--- src/rtl/pll_reset_seq_if.sv ---
// Phase/duty configuration handshake between a requester and the PLL
// reset sequencer. The requester holds cfg_req until it sees cfg_ack.
interface pll_reset_seq_if;
    logic       cfg_req;
    logic [3:0] cfg_psda;
    logic [3:0] cfg_duty;
    logic       cfg_ack;

    modport master (
        output cfg_req,
        output cfg_psda,
        output cfg_duty,
        input  cfg_ack
    );

    modport slave (
        input  cfg_req,
        input  cfg_psda,
        input  cfg_duty,
        output cfg_ack
    );
endinterface

--- src/rtl/pll_reset_seq.sv ---
// PLL reset / lock sequencer: pulses the PLL reset, waits for a stable lock,
// releases the downstream reset and applies phase/duty updates while running.
//
// state       | meaning
// ------------+--------------------------------------------------------------
// S_RST       | pll_reset_p asserted for RST_CYCLES cycles
// S_WAIT_LOCK | waiting for lock, LOCK_TIMEOUT cycles before a retry
// S_STABLE    | counting STABLE_CYCLES consecutive locked cycles
// S_RUN       | PLL ready, downstream reset released, accepting config
// S_CFG       | settling after a phase/duty update, lock ignored meanwhile
// S_FAIL      | retries exhausted, terminal until rst_n
module pll_reset_seq #(
    parameter int unsigned RST_CYCLES    = 16,
    parameter int unsigned LOCK_TIMEOUT  = 65535,
    parameter int unsigned STABLE_CYCLES = 1024,
    parameter int unsigned MAX_RETRY     = 3,
    parameter int unsigned SETTLE_CYCLES = 64
) (
    input  logic                  clkin,
    input  logic                  rst_n,
    input  logic                  pll_lock,
    output logic                  pll_reset_p,
    output logic [3:0]            pll_psda,
    output logic [3:0]            pll_dutyda,
    pll_reset_seq_if.slave        cfg,
    output logic                  pll_ready,
    output logic                  sys_rst_n,
    output logic                  pll_fail,
    output logic                  lock_lost,
    output logic [3:0]            retry_cnt
);

    // One shared counter serves every timed state; it must hold the largest
    // terminal value, including SETTLE_CYCLES itself (CFG compares against it).
    localparam int unsigned MAX_A   = (RST_CYCLES > LOCK_TIMEOUT) ? RST_CYCLES : LOCK_TIMEOUT;
    localparam int unsigned MAX_B   = (STABLE_CYCLES > (SETTLE_CYCLES + 1)) ? STABLE_CYCLES
                                                                           : (SETTLE_CYCLES + 1);
    localparam int unsigned CNT_MAX = (MAX_A > MAX_B) ? MAX_A : MAX_B;
    localparam int unsigned CNT_W   = $clog2(CNT_MAX + 1);

    localparam logic [CNT_W-1:0] RST_LAST     = CNT_W'(RST_CYCLES - 1);
    localparam logic [CNT_W-1:0] TIMEOUT_LAST = CNT_W'(LOCK_TIMEOUT - 1);
    localparam logic [CNT_W-1:0] STABLE_LAST  = CNT_W'(STABLE_CYCLES - 1);
    localparam logic [CNT_W-1:0] SETTLE_DONE  = CNT_W'(SETTLE_CYCLES);
    localparam logic [3:0]       MAX_RETRY_V  = 4'(MAX_RETRY);

    typedef enum logic [2:0] {
        S_RST       = 3'd0,
        S_WAIT_LOCK = 3'd1,
        S_STABLE    = 3'd2,
        S_RUN       = 3'd3,
        S_CFG       = 3'd4,
        S_FAIL      = 3'd5
    } state_t;

    state_t           state_q, state_d;
    logic [CNT_W-1:0] cnt_q, cnt_d;
    logic             sync1_q, lock_s_q;

    logic             lose_lock;
    logic             take_cfg;
    logic             retry_inc;

    logic             pll_reset_p_q, pll_reset_p_d;
    logic             pll_ready_q, pll_ready_d;
    logic             sys_rst_n_q, sys_rst_n_d;
    logic             pll_fail_q, pll_fail_d;
    logic             cfg_ack_q, cfg_ack_d;
    logic             lock_lost_q, lock_lost_d;
    logic [3:0]       retry_cnt_q, retry_cnt_d;
    logic [3:0]       pll_psda_q, pll_psda_d;
    logic [3:0]       pll_dutyda_q, pll_dutyda_d;

    // Bring the asynchronous PLL lock into the clkin domain.
    always_ff @(posedge clkin or negedge rst_n) begin
        if (!rst_n) begin
            sync1_q  <= 1'b0;
            lock_s_q <= 1'b0;
        end else begin
            sync1_q  <= pll_lock;
            lock_s_q <= sync1_q;
        end
    end

    // State and shared counter register.
    always_ff @(posedge clkin or negedge rst_n) begin
        if (!rst_n) begin
            state_q <= S_RST;
            cnt_q   <= '0;
        end else begin
            state_q <= state_d;
            cnt_q   <= cnt_d;
        end
    end

    // Next-state logic; lock loss takes priority over a config request.
    always_comb begin
        state_d   = state_q;
        cnt_d     = cnt_q + 1'b1;
        lose_lock = 1'b0;
        take_cfg  = 1'b0;
        retry_inc = 1'b0;
        case (state_q)
            S_RST: begin
                if (cnt_q == RST_LAST) begin
                    state_d = S_WAIT_LOCK;
                    cnt_d   = '0;
                end
            end
            S_WAIT_LOCK: begin
                if (lock_s_q) begin
                    state_d = S_STABLE;
                    cnt_d   = '0;
                end else if (cnt_q == TIMEOUT_LAST) begin
                    cnt_d = '0;
                    if (retry_cnt_q < MAX_RETRY_V) begin
                        state_d   = S_RST;
                        retry_inc = 1'b1;
                    end else begin
                        state_d = S_FAIL;
                    end
                end
            end
            S_STABLE: begin
                if (!lock_s_q) begin
                    state_d = S_WAIT_LOCK;
                    cnt_d   = '0;
                end else if (cnt_q == STABLE_LAST) begin
                    state_d = S_RUN;
                    cnt_d   = '0;
                end
            end
            S_RUN: begin
                cnt_d = '0;
                if (!lock_s_q) begin
                    state_d   = S_RST;
                    lose_lock = 1'b1;
                end else if (cfg.cfg_req) begin
                    state_d  = S_CFG;
                    take_cfg = 1'b1;
                end
            end
            S_CFG: begin
                // Lock may glitch while the PLL re-phases; only the sample
                // taken after the settle window counts.
                if (cnt_q == SETTLE_DONE) begin
                    cnt_d = '0;
                    if (lock_s_q) begin
                        state_d = S_RUN;
                    end else begin
                        state_d   = S_RST;
                        lose_lock = 1'b1;
                    end
                end
            end
            S_FAIL: begin
                cnt_d = '0;
            end
            default: begin
                state_d = S_RST;
                cnt_d   = '0;
            end
        endcase
    end

    // Output next values, decoded from the upcoming state so that every
    // output is a flop that changes on the same edge as the state.
    always_comb begin
        pll_reset_p_d = (state_d == S_RST) || (state_d == S_FAIL);
        pll_ready_d   = (state_d == S_RUN);
        sys_rst_n_d   = (state_d == S_RUN) || (state_d == S_CFG);
        pll_fail_d    = (state_d == S_FAIL);
        cfg_ack_d     = take_cfg;
        lock_lost_d   = lock_lost_q | lose_lock;
        retry_cnt_d   = retry_cnt_q;
        if (lose_lock) begin
            retry_cnt_d = 4'd0;
        end else if (retry_inc) begin
            retry_cnt_d = retry_cnt_q + 4'd1;
        end
        pll_psda_d   = take_cfg ? cfg.cfg_psda : pll_psda_q;
        pll_dutyda_d = take_cfg ? cfg.cfg_duty : pll_dutyda_q;
    end

    // Output registers; phase/duty survive retries and only reset on rst_n.
    always_ff @(posedge clkin or negedge rst_n) begin
        if (!rst_n) begin
            pll_reset_p_q <= 1'b1;
            pll_ready_q   <= 1'b0;
            sys_rst_n_q   <= 1'b0;
            pll_fail_q    <= 1'b0;
            cfg_ack_q     <= 1'b0;
            lock_lost_q   <= 1'b0;
            retry_cnt_q   <= 4'd0;
            pll_psda_q    <= 4'b0000;
            pll_dutyda_q  <= 4'b1000;
        end else begin
            pll_reset_p_q <= pll_reset_p_d;
            pll_ready_q   <= pll_ready_d;
            sys_rst_n_q   <= sys_rst_n_d;
            pll_fail_q    <= pll_fail_d;
            cfg_ack_q     <= cfg_ack_d;
            lock_lost_q   <= lock_lost_d;
            retry_cnt_q   <= retry_cnt_d;
            pll_psda_q    <= pll_psda_d;
            pll_dutyda_q  <= pll_dutyda_d;
        end
    end

    assign pll_reset_p = pll_reset_p_q;
    assign pll_ready   = pll_ready_q;
    assign sys_rst_n   = sys_rst_n_q;
    assign pll_fail    = pll_fail_q;
    assign cfg.cfg_ack = cfg_ack_q;
    assign lock_lost   = lock_lost_q;
    assign retry_cnt   = retry_cnt_q;
    assign pll_psda    = pll_psda_q;
    assign pll_dutyda  = pll_dutyda_q;

endmodule

--- src/flat_wrapper.sv ---
// flat-port wrapper written by rule: the top's interface ports become plain ports
module pll_reset_seq_flat 
#(
    parameter int unsigned RST_CYCLES    = 16,
    parameter int unsigned LOCK_TIMEOUT  = 65535,
    parameter int unsigned STABLE_CYCLES = 1024,
    parameter int unsigned MAX_RETRY     = 3,
    parameter int unsigned SETTLE_CYCLES = 64
)
  (clkin, rst_n, pll_lock, pll_reset_p, pll_psda, pll_dutyda, pll_ready, sys_rst_n, pll_fail, lock_lost, retry_cnt, cfg_cfg_req, cfg_cfg_psda, cfg_cfg_duty, cfg_cfg_ack);
  pll_reset_seq_if cfg_i ();
  input  logic clkin;
  input  logic rst_n;
  input  logic pll_lock;
  output logic pll_reset_p;
  output logic [3:0] pll_psda;
  output logic [3:0] pll_dutyda;
  output logic pll_ready;
  output logic sys_rst_n;
  output logic pll_fail;
  output logic lock_lost;
  output logic [3:0] retry_cnt;
  input wire logic [$bits(cfg_i.cfg_req)-1:0] cfg_cfg_req;
  input wire logic [$bits(cfg_i.cfg_psda)-1:0] cfg_cfg_psda;
  input wire logic [$bits(cfg_i.cfg_duty)-1:0] cfg_cfg_duty;
  output wire logic [$bits(cfg_i.cfg_ack)-1:0] cfg_cfg_ack;
  assign cfg_i.cfg_req = cfg_cfg_req;
  assign cfg_i.cfg_psda = cfg_cfg_psda;
  assign cfg_i.cfg_duty = cfg_cfg_duty;
  assign cfg_cfg_ack = cfg_i.cfg_ack;
  pll_reset_seq #(.RST_CYCLES(RST_CYCLES), .LOCK_TIMEOUT(LOCK_TIMEOUT), .STABLE_CYCLES(STABLE_CYCLES), .MAX_RETRY(MAX_RETRY), .SETTLE_CYCLES(SETTLE_CYCLES)) u_core (.clkin(clkin), .rst_n(rst_n), .pll_lock(pll_lock), .pll_reset_p(pll_reset_p), .pll_psda(pll_psda), .pll_dutyda(pll_dutyda), .cfg(cfg_i), .pll_ready(pll_ready), .sys_rst_n(sys_rst_n), .pll_fail(pll_fail), .lock_lost(lock_lost), .retry_cnt(retry_cnt));
endmodule
--- config.mk ---
export PLATFORM = sky130hd
export DESIGN_NAME = pll_reset_seq_flat
export DESIGN_NICKNAME = d
export VERILOG_FILES = /design/src/rtl/pll_reset_seq_if.sv /design/src/rtl/pll_reset_seq.sv /design/src/flat_wrapper.sv
export SDC_FILE = /design/constraint.sdc
export NUM_CORES = 1
export LEC_CHECK = 0
export CAP_MARGIN = 40
export CORE_ASPECT_RATIO = 0.8
export CORE_MARGIN = 4
export CORE_UTILIZATION = 47
export DETAILED_ROUTE_END_ITERATION = 12
export GPL_ROUTABILITY_DRIVEN = 0
export GPL_TIMING_DRIVEN = 0
export PLACE_DENSITY = 0.85
export SLEW_MARGIN = 20
export SYNTH_ARGS = -nofsm -noshare
export SYNTH_HDL_FRONTEND = slang
export SYNTH_SLANG_ARGS = --single-unit
--- constraint.sdc ---
create_clock -name clkin -period 1.8 [get_ports clkin]
set_input_delay 0.18 -clock clkin [delete_from_list [all_inputs] [get_ports clkin]]
set_output_delay 0.18 -clock clkin [all_outputs]
set_load 0.005 [all_outputs]
==> metrics.yaml <==
logic_synthesis:
  syn_inst: 169
  syn_nets: 185
  synth-async-reset-ratio: 1.000
  ys_seq_area_frac: 0.5238
  synth_compound_area_frac: 0.06162
  syn_area_per_cell_um2: 11.05
  yosys.area_share.simple: 0.2230
  synth_cell_type_count: 44
  synthAdderAreaFrac: 0.02679
  synth_seq_cells: 39
  synth_most_common_cell: "dfrtp_1"
  synth_xor_area_frac: 0.07033
  synth_edf_count: 0
  synth_top_area_cell: "dfrtp_1"
  synth_top_cells_by_area: "dfrtp_1 50%, nor2_1 5.2%, mux2_2 4.8%"
  synth_top_family_by_area: "simple AND/OR/NAND/NOR gates"
  syn_area_um2: 1868
  yosys_warnings: 0
  synth.area.mux_share: 0.06430
  synth_top_area_frac: 0.4956
  synth_ff_type: "dfrtp_1"
  synth_common_cells: "37 x dfrtp_1, 26 x nor2_1, 9 x nand2_1"
power_and_ir_drop:
  pwr-share-comb: 0.330
  switchingPower_uw: 894.8
  power_frac_seq: 0.386
  vdd_drop_max_uv: 658.6
  netSwitchingFraction: 0.2976
  pwr-share-clk: 0.284
  internal-power_mw: 2.112
  p_per_area_nw_per_um2: 1151
  p_leak_nw: 1.184
die:
  die_h_um: 64.39
  rows: 20
  core_um2: 3804
  dieArea_um2: 5054
  chipWidth_um: 78.49
  ios: 30
  initial_utilization: 0.4911
cts:
  worst_skew_pair.late_latency_ps: 290
  clock_path_buffers: 2
  cts_made_buffers: 5
  htreeDepth: 2
  path_clk_slew_ps: 80
  cts_tree: "done"
  clock-root-buffer: "clkbuf_8"
  numClockSinks: 39
sta:
  rsz0062_at_grt: "true"
  slew_headroom: 0.7103
  postLayoutSetupSlackWorst_ps: -124.0
  period_share: 1.069
  hold_viol_final: 0
  tightest_slew_ps: 434.6
  final_max_slew_viol_count: 0
  timing.final.setup_violations: 25
  clock.fmax_mhz: 519.8
  min_period_ps: 1924
  hold_slack_ps: 327.4
  finClkSkew_ps: 7.079
global_routing:
  met2_usage: 0.2724
  overflow: 0
  gr-usage-met1: 0.2219
  grt_max_degree: 26
  grt_use_total: 0.1686
  antenna_found_initial: 0
  busiest_layer: "met2"
  met3_usage: 0.04085
  grt_pass1_vias: 1374
  grt_pass1_wl_um: 6555
status:
  violations: "negative setup slack"
  status: "finished with violations"
layout:
  num_antenna_cells: 0
  final_nets: 239
  drive_gt1_frac: 0.2991
  area_growth_pct: 39.85
  finish.utilization: 0.6868
route:
  route.detailed.drc: 0
  vias: 1435
  via_per_inst: 5.143
  routed_wl_um: 4090
  drt_iter0_markers: 107
  firstDrtPassIters: 4
  drtAntennaViolNets: 0
  wl_per_cell_um: 14.66
critical_path:
  ff2ff_path_depth: 8
  path_class: "flop to flop"
  cp-start-kind: "flop"
  setup.reg_to_reg.worst_slack_ps: -120
  critPathCaptureType: "flop"
  required_ps: 1970
  cp.arrival_ps: 2100
  crit_fanout: 10
job:
  cap_violations: 0
min_path:
  holdCritPathClass: "primary input to async pin"
placement:
  port_buffers: 29
  dp_hpwl_um: 2655
cell families after synthesis:
kind of cell,Yosys count
AO/OA/AOI/OAI,12
flip-flops,39
adder cells (fa/ha/maj),4
XOR/XNOR,15
multiplexers,11
buffers and inverters,12
AND/OR/NAND/NOR,76
registers in the layout (all words and copies together) (netlist names):
register,count
u_core.cnt_q,16
u_core.pll_dutyda,4
u_core.pll_psda,4
u_core.retry_cnt,4
u_core.state_q,3
u_core.cfg.cfg_ack,1
u_core.lock_lost,1
u_core.lock_s_q,1
u_core.pll_fail,1
u_core.pll_ready,1
u_core.pll_reset_p,1
u_core.sync1_q,1
u_core.sys_rst_n,1
critical path, cell delays in order (launching register included):
cell and delay, ps:
dfrtp_1 460, nor3_1 310, nand4_2 200, buf_4 180, a21oi_2 130, o32ai_2 110, a31oi_4 180, buf_6 170
nor2_1 60
power groups by stage:
stage	logic, mW	clock network [mW]	registers [mW]
2_1_floorplan	0.507	0	1.15
3_3_place_gp	0.802	0	1.16
5_1_grt	1.08	0.918	1.18
6_report	0.993	0.854	1.16
4_1_cts	0.910	0.868	1.16
3_5_place_dp	0.820	0	1.17
worst paths after layout:
path	start	end
worst max-delay path	u_core.cnt_q[4]	u_core.cnt_q[5]
worst min-delay path	rst_n	u_core.retry_cnt[2]
worst max register to register	u_core.cnt_q[4]	u_core.cnt_q[5]
worst min register to register	u_core.sync1_q	u_core.lock_s_q
max in group asynchronous	rst_n	u_core.pll_dutyda[3]
min in group clkin	pll_lock	u_core.sync1_q
timing repair:
item	4_1_cts	5_1_grt
hold endpoints to repair	14	0
cloned	0	1
hold buffers	1	0
pin swaps	6	6
buffers inserted	6	9
endpoints found under the setup margin	33	36
resized for setup	14	11
layout by cell type (no fill, tap or decap), drive strengths merged, types with 3 or more instances in the layout:
| cell type | Yosys | routed |
|---|---|---|
| buf | 2 | 19 |
| clkbuf | 2 | 8 |
| clkdlybuf4s50 | 0 | 28 |
| dfrtp | 37 | 37 |
| ha | 4 | 4 |
| inv | 7 | 7 |
| mux2 | 8 | 8 |
| mux2i | 3 | 3 |
| nand2 | 9 | 9 |
| nand3 | 8 | 8 |
| nand4 | 7 | 7 |
| nor2 | 27 | 28 |
| nor2b | 6 | 6 |
| nor3 | 6 | 6 |
| xnor2 | 8 | 8 |
| xor2 | 7 | 7 |
through the flow:
step           instances  total power [mW]  setup WS, ps  setup TNS (ps)  cell area (µm²)
4_1_cts              269             2.935        -105.0           -2211             2490
2_1_floorplan        169             1.658         1.186               0             1869
3_3_place_gp         253             1.961        -488.2          -17590             2228
6_report             279             3.007        -124.0           -2474             2613
5_1_grt              279             3.172        -242.9           -4665             2613
3_5_place_dp         254             1.987        -283.5           -5125             2251
per-layer routing:
layer | share of wire | vias to the layer above | routed length (µm)
met5 | 0 | - | 0
met4 | 0.0093 | 0 | 38
met3 | 0.036 | 4 | 146
met2 | 0.51 | 31 | 2088
met1 | 0.44 | 712 | 1817
li1 | - | 688 | -
layout make-up:
cell class | instances | area (µm²)
Clock inverter | 2 | 60.06
Tap cell | 55 | 68.82
Inverter | 8 | 31.28
Sequential cell | 39 | 983.4
Clock buffer | 6 | 72.57
Timing Repair Buffer | 46 | 439.2
Fill cell | 273 | 1191
Multi-Input combinational cell | 119 | 932.1
Buffer | 4 | 25.02
Power figures use the tool's default switching activity.
